### src/rtl/sd_cmd_pkg.sv
// Shared definitions for the UART command dispatcher:
// frame layout, command codes and FSM state encoding.
package sd_cmd_pkg;

    localparam int FRAME_W = 16;
    localparam int CMD_W   = 4;
    localparam int ADDR_W  = 5;

    localparam int CMD_MSB  = 11;
    localparam int CMD_LSB  = 8;
    localparam int ADDR_MSB = 4;
    localparam int ADDR_LSB = 0;

    localparam logic [CMD_W-1:0] CMD_NOP   = 4'h0;
    localparam logic [CMD_W-1:0] CMD_READ  = 4'h1;
    localparam logic [CMD_W-1:0] CMD_WRITE = 4'h2;
    localparam logic [CMD_W-1:0] CMD_START = 4'h3;
    localparam logic [CMD_W-1:0] CMD_STOP  = 4'h4;
    localparam logic [CMD_W-1:0] CMD_RESET = 4'h5;
    localparam logic [CMD_W-1:0] CMD_CALIB = 4'h6;
    localparam logic [CMD_W-1:0] CMD_MAX_DEFAULT = CMD_CALIB;

    typedef enum logic [1:0] {
        ST_IDLE     = 2'd0,
        ST_DECODE   = 2'd1,
        ST_WAIT_ACK = 2'd2,
        ST_ERROR    = 2'd3
    } state_t;

    function automatic logic [CMD_W-1:0] frame_cmd(input logic [FRAME_W-1:0] f);
        return f[CMD_MSB:CMD_LSB];
    endfunction

    function automatic logic [ADDR_W-1:0] frame_addr(input logic [FRAME_W-1:0] f);
        return f[ADDR_MSB:ADDR_LSB];
    endfunction

endpackage

### src/rtl/cmd_timeout_timer.sv
// Saturating wait-for-ack counter; expired holds once the
// count reaches TIMEOUT_CYCLES-1 and never wraps.
module cmd_timeout_timer #(
    parameter int TIMEOUT_CYCLES = 50000
) (
    input  logic clk,
    input  logic rst,
    input  logic clear,
    input  logic enable,
    output logic expired
);

    localparam int CW = (TIMEOUT_CYCLES > 2) ? $clog2(TIMEOUT_CYCLES) : 1;
    localparam logic [CW-1:0] LAST = CW'(TIMEOUT_CYCLES - 1);

    logic [CW-1:0] count;

    always_ff @(posedge clk) begin
        if (rst || clear) begin
            count <= '0;
        end else if (enable && (count != LAST)) begin
            count <= count + 1'b1;
        end
    end

    assign expired = (count == LAST);

endmodule

### src/rtl/cmd_dispatcher.sv
// Routes 16-bit UART command frames to one of NUM_SENSORS
// controllers over a one-hot valid/ack handshake.
module cmd_dispatcher #(
    parameter int         NUM_SENSORS    = 8,
    parameter logic [3:0] CMD_MAX        = 4'h6,
    parameter int         TIMEOUT_CYCLES = 50000
) (
    input  logic                   clk,
    input  logic                   rst,
    input  logic                   uart_rx_done,
    input  logic [15:0]            uart_rx_data,
    input  logic [NUM_SENSORS-1:0] cmd_ack,
    output logic [NUM_SENSORS-1:0] cmd_valid,
    output logic [3:0]             cmd_out,
    output logic                   busy,
    output logic                   err_addr,
    output logic                   err_cmd,
    output logic                   err_timeout,
    output logic                   overrun,
    output logic [1:0]             state
);

    import sd_cmd_pkg::*;

    localparam logic [ADDR_W:0] ADDR_LIMIT = (ADDR_W + 1)'(NUM_SENSORS);

    state_t               state_q;
    state_t               state_d;
    logic                 pend_q;
    logic [FRAME_W-1:0]   pend_data_q;
    logic [FRAME_W-1:0]   frame_q;

    logic [NUM_SENSORS-1:0] valid_d;
    logic [CMD_W-1:0]       cmd_d;
    logic                   err_addr_d;
    logic                   err_cmd_d;
    logic                   err_timeout_d;
    logic                   latch;
    logic                   tmr_clear;
    logic                   tmr_en;
    logic                   expired;

    logic [ADDR_W-1:0] addr;
    logic [CMD_W-1:0]  cmd;
    logic              addr_bad;
    logic              cmd_bad;
    logic              acked;
    logic              accept;
    logic              unused_bits;

    assign addr     = frame_addr(frame_q);
    assign cmd      = frame_cmd(frame_q);
    assign addr_bad = ({1'b0, addr} >= ADDR_LIMIT);
    assign cmd_bad  = (cmd > CMD_MAX);
    // cmd_valid is one-hot on the latched address, so masking
    // with it observes only that sensor's ack bit.
    assign acked    = |(cmd_ack & cmd_valid);

    // A pending frame counts as in flight, so a second pulse is dropped.
    assign accept = uart_rx_done && (state_q == ST_IDLE) && !pend_q;

    assign unused_bits = ^{frame_q[15:12], frame_q[7:5]};

    cmd_timeout_timer #(
        .TIMEOUT_CYCLES(TIMEOUT_CYCLES)
    ) u_timer (
        .clk    (clk),
        .rst    (rst),
        .clear  (tmr_clear),
        .enable (tmr_en),
        .expired(expired)
    );

    always_comb begin
        state_d       = state_q;
        valid_d       = cmd_valid;
        cmd_d         = cmd_out;
        err_addr_d    = 1'b0;
        err_cmd_d     = 1'b0;
        err_timeout_d = 1'b0;
        latch         = 1'b0;
        tmr_clear     = 1'b0;
        tmr_en        = 1'b0;
        unique case (state_q)
            ST_IDLE: begin
                if (pend_q) begin
                    latch   = 1'b1;
                    state_d = ST_DECODE;
                end
            end
            ST_DECODE: begin
                if (addr_bad) begin
                    state_d    = ST_ERROR;
                    err_addr_d = 1'b1;
                end else if (cmd_bad) begin
                    state_d   = ST_ERROR;
                    err_cmd_d = 1'b1;
                end else begin
                    state_d   = ST_WAIT_ACK;
                    valid_d   = NUM_SENSORS'(1) << addr;
                    cmd_d     = cmd;
                    tmr_clear = 1'b1;
                end
            end
            ST_WAIT_ACK: begin
                tmr_en = 1'b1;
                if (acked) begin
                    valid_d = '0;
                    state_d = ST_IDLE;
                end else if (expired) begin
                    valid_d       = '0;
                    err_timeout_d = 1'b1;
                    state_d       = ST_IDLE;
                end
            end
            ST_ERROR: begin
                state_d = ST_IDLE;
            end
            default: begin
                state_d = ST_IDLE;
            end
        endcase
    end

    always_ff @(posedge clk) begin
        if (rst) begin
            state_q     <= ST_IDLE;
            cmd_valid   <= '0;
            cmd_out     <= '0;
            busy        <= 1'b0;
            err_addr    <= 1'b0;
            err_cmd     <= 1'b0;
            err_timeout <= 1'b0;
            overrun     <= 1'b0;
            pend_q      <= 1'b0;
            pend_data_q <= '0;
            frame_q     <= '0;
        end else begin
            state_q     <= state_d;
            cmd_valid   <= valid_d;
            cmd_out     <= cmd_d;
            busy        <= (state_d != ST_IDLE);
            err_addr    <= err_addr_d;
            err_cmd     <= err_cmd_d;
            err_timeout <= err_timeout_d;
            overrun     <= uart_rx_done && !accept;
            pend_q      <= accept;
            if (accept) begin
                pend_data_q <= uart_rx_data;
            end
            if (latch) begin
                frame_q <= pend_data_q;
            end
        end
    end

    assign state = state_q;

endmodule

### config.mk
export PLATFORM = sky130hd
export DESIGN_NAME = cmd_dispatcher
export DESIGN_NICKNAME = d
export VERILOG_FILES = /design/src/rtl/sd_cmd_pkg.sv /design/src/rtl/cmd_timeout_timer.sv /design/src/rtl/cmd_dispatcher.sv
export SDC_FILE = /design/constraint.sdc
export NUM_CORES = 1
export LEC_CHECK = 0
export ABC_AREA = 1
export BUFFER_PORTS_ARGS = -buffer_cell sky130_fd_sc_hd__clkbuf_2
export CAP_MARGIN = 20
export CORE_MARGIN = 8
export CORE_UTILIZATION = 55
export CTS_BUF_LIST = sky130_fd_sc_hd__clkbuf_4 sky130_fd_sc_hd__clkbuf_8
export CTS_CLUSTER_SIZE = 28
export DETAILED_ROUTE_END_ITERATION = 10
export PLACE_DENSITY = 0.81
export SYNTH_ARGS = -nofsm -noshare
export SYNTH_HDL_FRONTEND = slang
export SYNTH_SLANG_ARGS = --single-unit
export TNS_END_PERCENT = 20
### constraint.sdc
create_clock -name clk -period 3.9 [get_ports clk]
set_clock_uncertainty 0.15 [all_clocks]
set_input_delay 0.195 -clock clk [delete_from_list [all_inputs] [get_ports clk]]
set_output_delay 0.195 -clock clk [all_outputs]
set_load 0.03 [all_outputs]
==> impl_metrics.json, run 1 <==
{
  "r2r_start": "u_timer.count[0]",
  "period_share_pct": 61.3,
  "grt_pass1_vias": 2228,
  "power_uw": 1230,
  "cts_tree": "yes",
  "cp.depth": 8,
  "p_clk_share_pct": 31.7,
  "endpoint": "u_timer.count[3]",
  "crit_path_max_incr_delay_ns": 0.50,
  "die_area_um2": 6990,
  "p_leak_uw": 0.00128,
  "pin_count": 46,
  "routed_via_density": 5.02,
  "io_buffers": 38,
  "dr.pass1.iters": 5,
  "drt_iter0_markers": 137,
  "tightest_slew_ns": 0.779,
  "num-nets-final": 451,
  "dp_hpwl_mm": 3.81,
  "drc_errors": 0,
  "synth_edf_count": 0,
  "clk_latency_ns": 0.31,
  "r2r_end": "u_timer.count[3]",
  "synth-async-reset-ratio_pct": 0,
  "ys_seq_area_share_pct": 43.0,
  "synth_largest_area_cell": "dfxtp_1",
  "finalCriticalPeriod_ns": 2.39,
  "synth_nets": 406,
  "yosys_warnings": 0,
  "swShare_pct": 30.0,
  "p_switching_uw": 368,
  "cap_viol_max_count": 0,
  "slew_viol_final": 0,
  "chipWidth_um": 83.6,
  "power_frac_seq_pct": 50.2,
  "setup_tns_ns": 0,
  "cts_buffers": 5,
  "timing_hold_violations_final": 0,
  "cts_sinks": 54,
  "startpoint": "u_timer.count[0]",
  "critPathTopFamily": "simple AND/OR/NAND/NOR gates",
  "clk_pin_slew_ns": 0.10,
  "cts_root_buffer": "clkbuf_8",
  "grt_max_degree": 32,
  "rsz0062_at_grt": "false",
  "grt-ovfl-total": 0,
  "die_y_um": 83.6,
  "status": "finished clean",
  "post-cts-setup-buffer-count": 0,
  "crit_buf_inv": 1,
  "vias": 2391,
  "stdcell_area_um2": 2930,
  "ant_nets": 0,
  "synthTopCellsByArea": "dfxtp_1 (43%), nand2_1 (13%), nor2_1 (12%)",
  "synth_seq_cells": 54,
  "htree_levels": 2,
  "synthDistinctLibCells": 27,
  "drive_gt1_share_pct": 13.0,
  "place_area_um2": 2720,
  "synthesis.area_um2": 2510,
  "clockBufferDepth": 2,
  "r2r_setup_slack_ns": 1.51,
  "clock.fmax_mhz": 418,
  "utilization_pct": 66.9,
  "crit_chain": "ha_1, nand3_1, nor2_1, nand2_1, nand2_1, inv_1, nand3_1, a21oi_1",
  "ir_drop_uv": 283,
  "wl_per_cell_um": 11.4,
  "ctsResizeCount": 0,
  "worstSetupStartpointType": "flop",
  "grt_usage_pct": 16.2,
  "cp_max_fo": 21,
  "rows": 24,
  "synth.avg_cell_area_um2": 6.65,
  "endpoint_kind": "flop",
  "crit_type": "flop to flop",
  "coreArea_um2": 4380,
  "hp-class": "primary input to flop",
  "diodes": 0,
  "cp.arrival_ns": 2.44,
  "syn_to_final_growth_pct": 16.7,
  "combinationalPowerShare_pct": 18.1,
  "power.internal_uw": 858,
  "p_per_area_nw_per_um2": 418,
  "worst_path_max_delay_cell": "nand2_1",
  "gp_congestion": 0.869,
  "synthFlopType": "dfxtp_1",
  "synth_top_area_share_pct": 43.0,
  "wl_mm": 5.45,
  "grt_antenna_before_repair": 0,
  "holdWs_ns": 0.0358,
  "setup_viol": 0,
  "critical_path_required_ns": 3.95,
  "slew-limit-headroom_pct": 48.0,
  "netlist_instances": 378,
  "grt_pass1_wl_mm": 9.70,
  "reg2reg_depth": 8,
  "start_util_pct": 57.3
}
## registers in the layout (all words and copies together), names as in the netlist
| register | count |
|---|---|
| cmd_valid | 8 |
| pend_q | 1 |
| frame_q | 9 |
| err_addr | 1 |
| err_timeout | 1 |
| err_cmd | 1 |
| busy | 1 |
| cmd_out | 4 |
| overrun | 1 |
| u_timer.count | 16 |
| state | 2 |
| pend_data_q | 9 |
## worst reg2reg max path, stage by stage, from the launching register on
cell and delay, ns:
dfxtp_1 0.41, ha_1 0.21, nand3_1 0.17, nor2_1 0.14, nand2_1 0.09, nand2_1 0.50
inv_1 0.38, nand3_1 0.15, a21oi_1 0.08
## layer usage
metal	up-vias	GRT usage, %	routed length (um)
li1	1275	-	-
met1	1065	18.4	2480
met2	44	27.7	2650
met3	7	4.88	257
met4	0	6.12	56
met5	-	0	0
## per-stage QoR
stage / setup slack (ns) / std cells
global route: 1.30 / 476
CTS: 1.53 / 476
global placement: 1.62 / 458
detailed placement: 1.55 / 458
finish: 1.51 / 476
floorplan: 2.26 / 378
## timing repair
item / CTS / global route
hold endpoints to repair: 10 / 0
setup endpoints to repair: 0 / 0
hold buffers: 10 / 0
## cells in the mapped netlist, drive strengths merged, types with 3 or more instances
master / instances
buf: 6
nor4: 3
nand2: 88
nand4: 3
nand3: 17
nor2: 84
xor2: 3
a21oi: 23
dfxtp: 54
o21ai: 30
nor3: 11
clkbuf: 4
inv: 45
## worst min path at each step
stage	slack, ns	depth (start not counted)	to	from
after floorplan	0.19	2	overrun	uart_rx_done
after global placement	0.28	2	cmd_out[3]	cmd_out[3]
after detailed placement	0.28	2	cmd_out[3]	cmd_out[3]
after CTS	0.03	2	state[1]	rst
after global routing	0.05	2	state[1]	rst
final	0.04	2	state[1]	rst
## final cells by class
cell class	count	area (um2)
Multi-Input combinational cell	268	1210
Tap cell	52	65.1
Sequential cell	54	1080
Fill cell	394	1450
Timing Repair Buffer	48	290
Clock inverter	3	47.5
Clock buffer	5	68.8
Inverter	46	173
## cells by family after synthesis
group                    count (synthesis)  synth area share [%]
buffers and inverters                   56                  8.91
adder cells (fa/ha/maj)                  1                 0.498
XOR/XNOR                                 5                  1.74
AO/OA/AOI/OAI                           54                  11.2
flip-flops                              54                  43.0
AND/OR/NAND/NOR                        208                  34.6
## layout by cell type (no fill, tap or decap), types with 3 or more instances in the layout
cell / instances
a21oi_1: 23
clkbuf_2: 38
clkbuf_8: 5
dfxtp_1: 54
dlygate4sd3_1: 10
inv_1: 43
nand2_1: 87
nand3_1: 15
nand4_1: 3
nor2_1: 81
nor2_2: 3
nor3_1: 11
nor4_1: 3
o21ai_0: 29
xor2_1: 3
## power groups by stage
stage / Sequential [uW] / Combinational, uW / Clock [uW]
floorplan: 659 / 131 / 0
global placement: 627 / 208 / 0
detailed placement: 629 / 212 / 0
CTS: 616 / 221 / 395
global route: 622 / 250 / 415
finish: 616 / 221 / 389
No activity file was read; power rests on OpenSTA's default activity.
==> run 2, diff against run 1 <==
- ABC_AREA: 1 -> 0
- PLACE_DENSITY: 0.81 -> 0.82
- clock period: 3.9 -> 2.2 ns (I/O delays scaled with it)
==> run 2 against run 1 <==
Against the previous run: global-route usage fell by 0.37 points; sequential share of layout area rose by 3.4 points; critical path type unchanged; core utilization rose by 0.66 points; worst hold slack got worse by 0.022 ns; critical endpoint is now u_timer.count[7].
==> impl_metrics.json, run 2 <==
{
  "status": "finished clean",
  "setup_viol": 0,
  "cap_viol_max_count": 0,
  "layout_common_cells": "dfxtp_1 (54), nand2_1 (42), clkbuf_2 (38), a21oi_1 (32), nor2_1 (13)",
  "r2r_setup_slack_ns": 0.25,
  "pin_count": 46,
  "slew-limit-headroom_pct": 63.7,
  "ir_drop_uv": 445,
  "synth_top_family_by_area": "simple AND/OR/NAND/NOR gates",
  "io_buffers": 38,
  "startpoint": "u_timer.count[0]",
  "top_regs": "u_timer.count: 16 flops, frame_q: 9 flops, pend_data_q: 9 flops",
  "reg2reg_depth": 5,
  "yosys-top-cells-count": "dfxtp_1 (54), nand2_1 (42), a21oi_1 (32)",
  "rows": 23,
  "post-cts-setup-buffer-count": 0,
  "p_leak_uw": 0.00104,
  "synth_top_area_share_pct": 48.3,
  "synth-simple-area-share_pct": 28.2,
  "chipWidth_um": 79.8,
  "synth_largest_area_cell": "dfxtp_1",
  "yosys.area_share.adder_pct": 0.559,
  "synth.area.mux_share_pct": 1.34,
  "setup_tns_ns": 0,
  "slew_viol_final": 0,
  "drt_iter0_markers": 100,
  "synth_seq_cells": 54,
  "synthDistinctLibCells": 45,
  "r2r_end": "u_timer.count[7]",
  "start_util_pct": 56.4,
  "grt_max_degree": 19,
  "grt-ovfl-total": 0,
  "p_per_area_nw_per_um2": 687,
  "wl_per_cell_um": 13.7,
  "worst_path_max_delay_cell": "or4_1",
  "cp.arrival_ns": 2.05,
  "largest_reg_flops": 16,
  "tightest_slew_ns": 0.544,
  "endpoint": "u_timer.count[7]",
  "die_area_um2": 6370,
  "wl_mm": 4.97,
  "clk_latency_ns": 0.31,
  "finalCriticalPeriod_ns": 1.95,
  "coreArea_um2": 3970,
  "synth_nets": 291,
  "cts_root_buffer": "clkbuf_8",
  "power_uw": 1850,
  "top_register": "u_timer.count",
  "rsz0062_at_grt": "false",
  "synth.avg_cell_area_um2": 8.51,
  "grt_pass1_wl_mm": 8.25,
  "holdWs_ns": 0.0139,
  "drive_gt1_share_pct": 17.6,
  "synth_most_common_cell": "dfxtp_1",
  "clk_pin_slew_ns": 0.10,
  "cts_buffers": 5,
  "clockBufferDepth": 2,
  "gp_congestion": 0.788,
  "cts_sinks": 54,
  "grt_usage_pct": 15.9,
  "critical_path_required_ns": 2.30,
  "syn_to_final_growth_pct": 19.9,
  "utilization_pct": 67.6,
  "grt_pass1_vias": 1887,
  "synth_compound_area_share_pct": 16.3,
  "timing_hold_violations_final": 0,
  "period_share_pct": 88.8,
  "drc_errors": 0,
  "final_common_cell": "dfxtp_1",
  "ys_seq_area_share_pct": 48.3,
  "clock.fmax_mhz": 512,
  "grt_antenna_before_repair": 0,
  "die_y_um": 79.8,
  "ant_nets": 0,
  "synthesis.area_um2": 2240,
  "netlist_instances": 263,
  "diodes": 0,
  "htree_levels": 2,
  "num-nets-final": 340,
  "crit_chain": "ha_1, and3_1, and4_1, or4_1, a21oi_1",
  "synthFlopType": "dfxtp_1",
  "endpoint_kind": "flop",
  "cts_tree": "yes",
  "synth-async-reset-ratio_pct": 0,
  "crit_type": "flop to flop",
  "hp-class": "primary input to flop",
  "cp_max_fo": 10,
  "r2r_start": "u_timer.count[0]",
  "synthTopCellsByArea": "dfxtp_1 (48%), a21oi_1 (7.2%), nand2_1 (7.0%)",
  "vias": 1974,
  "dr.pass1.iters": 4,
  "crit_path_max_incr_delay_ns": 0.52,
  "worstSetupStartpointType": "flop",
  "synth_edf_count": 0,
  "dp_hpwl_mm": 3.58,
  "synth-xor-area-share_pct": 1.17,
  "routed_via_density": 5.44,
  "yosys_warnings": 0
}
run 2: cell types whose count changed after synthesis, sizes merged, moves of 4 or more:
cell,previous run,this run
nand3,17,10
or3,0,8
and3,0,6
nand4,3,8
nand2,88,42
nor3,11,7
inv,45,11
o2bb2ai,0,4
o31ai,0,4
o21ai,30,14
nor2,84,13
a21oi,23,32
run 2: worst min path at each step:
stage                          startpoint             end  slack [ns]  cells past startpoint
after floorplan           uart_rx_data[0]  pend_data_q[0]         0.1                      2
after global placement    uart_rx_data[0]  pend_data_q[0]        0.18                      3
after global routing                  rst      frame_q[8]        0.05                      2
after detailed placement  uart_rx_data[3]  pend_data_q[3]        0.19                      3
after CTS                             rst        state[0]        0.01                      2
final                                 rst      frame_q[8]        0.01                      2
run 2: where the power goes:
| group | total (uW) | internal [uW] | switching, uW |
|---|---|---|---|
| logic | 158 | 63.6 | 94.9 |
| clock network | 665 | 341 | 324 |
| registers | 1020 | 1000 | 19.8 |
| total | 1850 | 1410 | 439 |
run 2: cells by family (layout without fill, tap and decap cells):
group,count (synthesis),count (layout)
muxes,3,3
buffers and inverters,21,71
DFF,54,54
and+or+nand+nor,119,119
AOI/OAI and AO/OA,62,62
xor gates and xnor gates,3,3
adders and majority gates,1,1
run 2: final cells by class:
type,instances,area (um2)
sequential,54,1080
timing repair buffer,52,320
clock inverter,3,43.8
tap,50,62.6
inverter,11,41.3
multi-input combinational,188,1070
fill,337,1290
clock buffer,5,68.8
run 2: timing repair:
item                       CTS  global route
gates resized for setup      0             0
setup endpoints to repair    0             0
hold buffers                10             0
hold endpoints to repair    10             0
run 2: critical path, delay by kind of cell, from the launching register on:
kind	cells	cell delay, ns
simple gates	3	1.01
flops	1	0.35
compound gates	1	0.15
fa+ha+maj	1	0.24
run 2: metrics by stage:
step                instances  cell area (um2)  worst slack (ns)
finish                    363             2680             0.246
detailed placement        345             2470             0.284
global placement          345             2470             0.320
floorplan                 263             2240             0.282
global route              363             2680            0.0941
CTS                       363             2680             0.252
run 2: per-layer routing:
layer / global-route usage, % / share of wire, %
met1: 18.0 / 45
met3: 4.95 / 5.2
met2: 27.1 / 49
met5: 0 / 0
met4: 6.00 / 1.1
